<file path="src/rtl/button_event_arbiter_if.sv">
// -----------------------------------------------------------------------------
// button_event_arbiter_if
// Event handshake between the button arbiter and its single consumer.
//   evt_valid : arbiter -> consumer, an event is offered on evt_id
//   evt_id    : arbiter -> consumer, channel index of the offered event
//   evt_ready : consumer -> arbiter, offered event is taken on this edge
// master modport is used by the arbiter, slave modport by the consumer.
// -----------------------------------------------------------------------------
interface button_event_arbiter_if #(
    parameter int ID_W = 2
);
    logic            evt_valid;
    logic [ID_W-1:0] evt_id;
    logic            evt_ready;

    modport master (
        output evt_valid,
        output evt_id,
        input  evt_ready
    );

    modport slave (
        input  evt_valid,
        input  evt_id,
        output evt_ready
    );
endinterface

</file>
<file path="src/rtl/button_event_arbiter.sv">
// -----------------------------------------------------------------------------
// button_event_arbiter
// Synchronizes and debounces NUM_BTN raw push buttons, turns every debounced
// rising edge into a pending event and hands pending events one at a time to a
// single consumer in round-robin order over a valid/ready handshake.
//
// Ports:
//   MHz10       : system clock, everything on its rising edge
//   nrst        : synchronous active-low reset
//   en          : sampling enable; low freezes debounce state (sync always runs)
//   btn         : raw asynchronous button levels, active high
//   evt         : event handshake (evt_valid / evt_id / evt_ready), master side
//   pending     : per-channel pending event flags
//   overrun     : sticky flag, an event was dropped on an already pending channel
//   clr_overrun : clears overrun on the next edge (a simultaneous set wins)
// -----------------------------------------------------------------------------
module button_event_arbiter #(
    parameter int NUM_BTN   = 4,
    parameter int ID_W      = 2,
    parameter int DB_CYCLES = 10000,
    parameter int CNT_W     = 16
) (
    input  logic                  MHz10,
    input  logic                  nrst,
    input  logic                  en,
    input  logic [NUM_BTN-1:0]    btn,
    button_event_arbiter_if.master evt,
    output logic [NUM_BTN-1:0]    pending,
    output logic                  overrun,
    input  logic                  clr_overrun
);

    typedef enum logic {
        IDLE  = 1'b0,
        OFFER = 1'b1
    } state_t;

    localparam logic [CNT_W-1:0] CNT_LAST = CNT_W'(DB_CYCLES - 1);

    // Per-channel debounced 0->1 edge, and "this channel is being accepted now"
    logic [NUM_BTN-1:0] rise;
    logic [NUM_BTN-1:0] accept_hit;

    logic               accept;

    state_t             state_reg, state_next;
    logic               evt_valid_reg, evt_valid_next;
    logic [ID_W-1:0]    evt_id_reg, evt_id_next;
    logic [ID_W-1:0]    last_grant_reg, last_grant_next;
    logic [NUM_BTN-1:0] pending_reg, pending_next;
    logic               overrun_reg, overrun_next;
    logic               overrun_set;

    logic               sel_found;
    logic [ID_W-1:0]    sel_idx;
    logic [ID_W-1:0]    cand_id;

    assign accept = (state_reg == OFFER) && evt.evt_ready;

    // -------------------------------------------------------------------------
    // Per-channel synchronizer and debouncer
    // -------------------------------------------------------------------------
    generate
        for (genvar gi = 0; gi < NUM_BTN; gi++) begin : gen_ch
            logic             s1_reg;
            logic             s2_reg;
            logic             db_reg;
            logic [CNT_W-1:0] cnt_reg;

            // The synchronizer keeps running while en is low so that a level
            // seen after re-enable is already metastability-safe.
            always_ff @(posedge MHz10) begin
                if (!nrst) begin
                    s1_reg <= 1'b0;
                    s2_reg <= 1'b0;
                end else begin
                    s1_reg <= btn[gi];
                    s2_reg <= s1_reg;
                end
            end

            // db changes only after DB_CYCLES consecutive mismatching samples;
            // any matching sample restarts the count.
            always_ff @(posedge MHz10) begin
                if (!nrst) begin
                    db_reg  <= 1'b0;
                    cnt_reg <= '0;
                end else if (en) begin
                    if (s2_reg == db_reg) begin
                        cnt_reg <= '0;
                    end else if (cnt_reg == CNT_LAST) begin
                        db_reg  <= s2_reg;
                        cnt_reg <= '0;
                    end else begin
                        cnt_reg <= cnt_reg + 1'b1;
                    end
                end
            end

            // Only a 0->1 acceptance creates an event
            assign rise[gi] = en && s2_reg && !db_reg && (cnt_reg == CNT_LAST);

            assign accept_hit[gi] = accept && (evt_id_reg == ID_W'(gi));
        end
    endgenerate

    // -------------------------------------------------------------------------
    // Pending flags and overrun
    // -------------------------------------------------------------------------
    // A new rise on the very edge its channel is accepted re-arms the flag
    // instead of counting as a loss.
    assign pending_next = (pending_reg & ~accept_hit) | rise;
    assign overrun_set  = |(rise & pending_reg & ~accept_hit);
    assign overrun_next = overrun_set | (overrun_reg & ~clr_overrun);

    // -------------------------------------------------------------------------
    // Round-robin search: first pending bit above last_grant, wrapping around.
    // last_grant itself is visited last so a lone requester is still served.
    // -------------------------------------------------------------------------
    always_comb begin
        sel_found = 1'b0;
        sel_idx   = '0;
        cand_id   = '0;
        for (int off = 1; off <= NUM_BTN; off++) begin
            cand_id = ID_W'((int'(last_grant_reg) + off) % NUM_BTN);
            if (!sel_found && pending_reg[cand_id]) begin
                sel_found = 1'b1;
                sel_idx   = cand_id;
            end
        end
    end

    // -------------------------------------------------------------------------
    // Offer FSM: next-state and registered outputs
    // -------------------------------------------------------------------------
    always_comb begin
        state_next      = state_reg;
        evt_valid_next  = evt_valid_reg;
        evt_id_next     = evt_id_reg;
        last_grant_next = last_grant_reg;

        case (state_reg)
            IDLE: begin
                // evt_ready is deliberately ignored here
                evt_valid_next = 1'b0;
                if (sel_found) begin
                    evt_id_next    = sel_idx;
                    evt_valid_next = 1'b1;
                    state_next     = OFFER;
                end
            end
            OFFER: begin
                // An offer in progress is held regardless of en
                evt_valid_next = 1'b1;
                if (evt.evt_ready) begin
                    last_grant_next = evt_id_reg;
                    evt_valid_next  = 1'b0;
                    state_next      = IDLE;
                end
            end
            default: begin
                evt_valid_next = 1'b0;
                state_next     = IDLE;
            end
        endcase
    end

    always_ff @(posedge MHz10) begin
        if (!nrst) begin
            state_reg      <= IDLE;
            evt_valid_reg  <= 1'b0;
            evt_id_reg     <= '0;
            // Start the rotation so that channel 0 wins the first arbitration
            last_grant_reg <= ID_W'(NUM_BTN - 1);
            pending_reg    <= '0;
            overrun_reg    <= 1'b0;
        end else begin
            state_reg      <= state_next;
            evt_valid_reg  <= evt_valid_next;
            evt_id_reg     <= evt_id_next;
            last_grant_reg <= last_grant_next;
            pending_reg    <= pending_next;
            overrun_reg    <= overrun_next;
        end
    end

    assign evt.evt_valid = evt_valid_reg;
    assign evt.evt_id    = evt_id_reg;
    assign pending       = pending_reg;
    assign overrun       = overrun_reg;

endmodule
</file>
<file path="src/flat_wrapper.sv">
// flat-port wrapper written by rule: the top's interface ports become plain ports
module button_event_arbiter_flat 
#(
    parameter int NUM_BTN   = 4,
    parameter int ID_W      = 2,
    parameter int DB_CYCLES = 10000,
    parameter int CNT_W     = 16
)
  (MHz10, nrst, en, btn, pending, overrun, clr_overrun, evt_evt_valid, evt_evt_id, evt_evt_ready);
  button_event_arbiter_if #(.ID_W(ID_W)) evt_i ();
  input  logic MHz10;
  input  logic nrst;
  input  logic en;
  input  logic [NUM_BTN-1:0] btn;
  output logic [NUM_BTN-1:0] pending;
  output logic overrun;
  input  logic clr_overrun;
  output wire logic [$bits(evt_i.evt_valid)-1:0] evt_evt_valid;
  output wire logic [$bits(evt_i.evt_id)-1:0] evt_evt_id;
  input wire logic [$bits(evt_i.evt_ready)-1:0] evt_evt_ready;
  assign evt_evt_valid = evt_i.evt_valid;
  assign evt_evt_id = evt_i.evt_id;
  assign evt_i.evt_ready = evt_evt_ready;
  button_event_arbiter #(.NUM_BTN(NUM_BTN), .ID_W(ID_W), .DB_CYCLES(DB_CYCLES), .CNT_W(CNT_W)) u_core (.MHz10(MHz10), .nrst(nrst), .en(en), .btn(btn), .evt(evt_i), .pending(pending), .overrun(overrun), .clr_overrun(clr_overrun));
endmodule
</file>
<file path="config.mk">
export PLATFORM = sky130hd
export DESIGN_NAME = button_event_arbiter_flat
export DESIGN_NICKNAME = d
export VERILOG_FILES = /design/src/rtl/button_event_arbiter_if.sv /design/src/rtl/button_event_arbiter.sv /design/src/flat_wrapper.sv
export SDC_FILE = /design/constraint.sdc
export NUM_CORES = 1
export LEC_CHECK = 0
export BUFFER_PORTS_ARGS = -buffer_cell sky130_fd_sc_hd__buf_2
export CORE_UTILIZATION = 35
export DETAILED_ROUTE_END_ITERATION = 10
export GPL_ROUTABILITY_DRIVEN = 0
export PLACE_DENSITY = 0.57
export SYNTH_ARGS = -nofsm -noshare
export SYNTH_HDL_FRONTEND = slang
export SYNTH_SLANG_ARGS = --single-unit
export TNS_END_PERCENT = 50
</file>
<file path="constraint.sdc">
create_clock -name MHz10 -period 2.7 [get_ports MHz10]
set_clock_uncertainty 0.2 [all_clocks]
set_input_delay 0.27 -clock MHz10 [delete_from_list [all_inputs] [get_ports MHz10]]
set_output_delay 0.27 -clock MHz10 [all_outputs]
set_load 0.02 [all_outputs]
</file>
==> metrics.txt <==
Initial Util=roughly 36%; Die W=about 110 um; Post-DRT Antenna Nets=0; deepest clock path buffer count=2; Synth area leader=dfxtp_1; largest net degree at the start of global routing=28; DRT Pass-1 Iters=4; DR WL/cell=approximately 14 um; reg2reg path depth=6; Final period util=83.2%; Fillers=roughly 1.2k; syn avg cell area=8.46 um2; Async S/R FF share, synth=0%; # IOs=17; run status=finished clean; Hold WS=around 0.066 ns; Max IR drop VDD=0.000267 V; CTS root buf=clkbuf_16; later-pin clock latency in the skew report=between 0.3 and 0.4 ns; Post-synth EDFFs=0; global-route wire length before repair=16.8 mm; CTS tree=done; Die H=between 100 and 150 um; Post-Synthesis Cell Area=4340 um2; Area after DPL=around 4600 um2; Total Power=~2.7 mW; type of the worst setup path=register to register; CTS Buf Count=9; post-CTS setup buffers=0; Avg Vias per Cell=5.38; GRT Util Overall=16.1%; Syn. warnings=0; final WL=between 9 and 10 mm; DR vias=approximately 3.8k; number of register bits inferred by synthesis=86; Core ar.=12100 um2; most frequent cell after synthesis=dfxtp_1; Leakage=1.76 nW; Register Area=1720 um2; worst-path fanout max=9; Top FF cell, synth=dfxtp_1; PortBufs=16; PostCTS Resize Cnt=0; final slew viol count=0; diodes inserted=0; most frequent cells after synthesis=86 x dfxtp_1, 53 x nand2_1, 39 x o21ai_0, 36 x nand3_1, 34 x nor2_1; total gr overflow=0; Seq/Total Area, Yosys=about two fifths; Slew @ Worst Pin=between 0.5 and 0.6 ns; area occupied by multi-input gates=about 2500 um2; initial antenna violation count=0; Setup WS pre-CTS=~0.46 ns; cell row count=40; endpoints failing hold=0; Area growth syn-to-layout=13.3%; RSZ-0062 raised after global routing=no; min Tclk post-route=2.25 ns; Hold Path Class=primary input to register; cell area power density=between 500 and 600 nW/um2; top cell type's share of synthesized area=about two fifths; WHS Path Cells=3; Post-Syn Nets=526; type of element capturing the critical path=register; die area=between 10000 and 15000 um2; Mapped Cells=just over 500; setup TNS=0 ns; Worst Path Arrival=~2.3 ns; FMAX=0.445 GHz; CP startpoint kind=register; vias in the first global route=3622; Initial DRC Count=141; share of layout cells above drive strength 1=~12%; DP HPWL=6.64 mm; DR DRC count=0; top cells by area, synth=dfxtp_1 40%, nand2_1 4.6%, o21ai_0 4.5%; H-tree depth=3; cts hold-fix bufs=4; # setup viols final=0; Largest register FFs=64; Slew HR=around 60%; fin area=between 4000 and 5000 um2; required time worst endpoint=2.79 ns; max_cap viols=0; Reg clk slew, reported paths=roughly 0.07 ns; worst setup margin=roughly 0.45 ns; clk sink count=86; Final nets=544; Synth cell types=68
-- power breakdown --
part / internal [mW] / switching [mW]
clock: 0.749 / 0.532
sequential: 1.28 / 0.00451
combinational: 0.0323 / 0.0607
-- worst max-delay path: stages (launching register included) --
cell and delay (ns):
dfxtp_1 0.35, ha_1 0.24, and3_1 0.23, nand4_1 0.21
nand4_1 0.40, or3_1 0.48, nand3_1 0.09
-- layout by cell type (no fill, tap or decap), drive strengths merged, types with 11 or more instances in the layout --
cell | netlist | final
nand2 | 53 | 53
nand3 | 36 | 36
nor2 | 34 | 34
and2 | 12 | 12
dfxtp | 86 | 86
a21oi | 24 | 24
inv | 9 | 12
a21o | 14 | 14
a31oi | 12 | 12
nor4 | 11 | 11
nor3 | 15 | 15
buf | 10 | 25
o21ai | 40 | 40
nand4 | 16 | 16
-- layout make-up --
class	count	share of cell area (%)
Clock buffer	10	4.86
Clock inverter	6	1.35
Inverter	10	0.763
Multi-Input combinational cell	395	49.9
Sequential cell	86	35.0
Tap cell	168	4.27
Timing Repair Buffer	29	3.82
-- layer usage --
metal	track usage [%]	share of wire (%)	vias to the layer above
met5	0	0	-
met3	3.40	2.6	8
met2	26.5	48	44
met1	21.0	49	1807
met4	5.53	0.88	0
li1	-	-	1931
-- stage by stage --
step | std cells | util [%]
after floorplan | 513 | -
after global placement | 684 | 37.9
final | 704 | 40.8
after global routing | 704 | 40.8
after CTS | 704 | 40.8
after detailed placement | 684 | 37.9
-- cells by family after synthesis --
kind of cell / Yosys count / share of synthesized area (%)
buffers and inverters: 32 / 3.80
XOR/XNOR: 18 / 3.63
flip-flops: 86 / 39.7
multiplexers: 6 / 1.44
AND/OR/NAND/NOR: 241 / 31.7
AO/OA/AOI/OAI: 126 / 18.6
adder cells (fa/ha/maj): 4 / 1.15
-- final timing paths --
check | start | to | slack (ns)
worst max-delay path | u_core.gen_ch[1].cnt_reg[0] | u_core.gen_ch[1].cnt_reg[9] | 0.45
worst min-delay path | evt_evt_ready | u_core.last_grant_reg[1] | 0.07
worst min register to register | u_core.gen_ch[2].s1_reg | u_core.gen_ch[2].s2_reg | 0.23
worst max register to register | u_core.gen_ch[1].cnt_reg[0] | u_core.gen_ch[1].cnt_reg[9] | 0.45
Note: power is estimated with default switching activity, not from simulation.
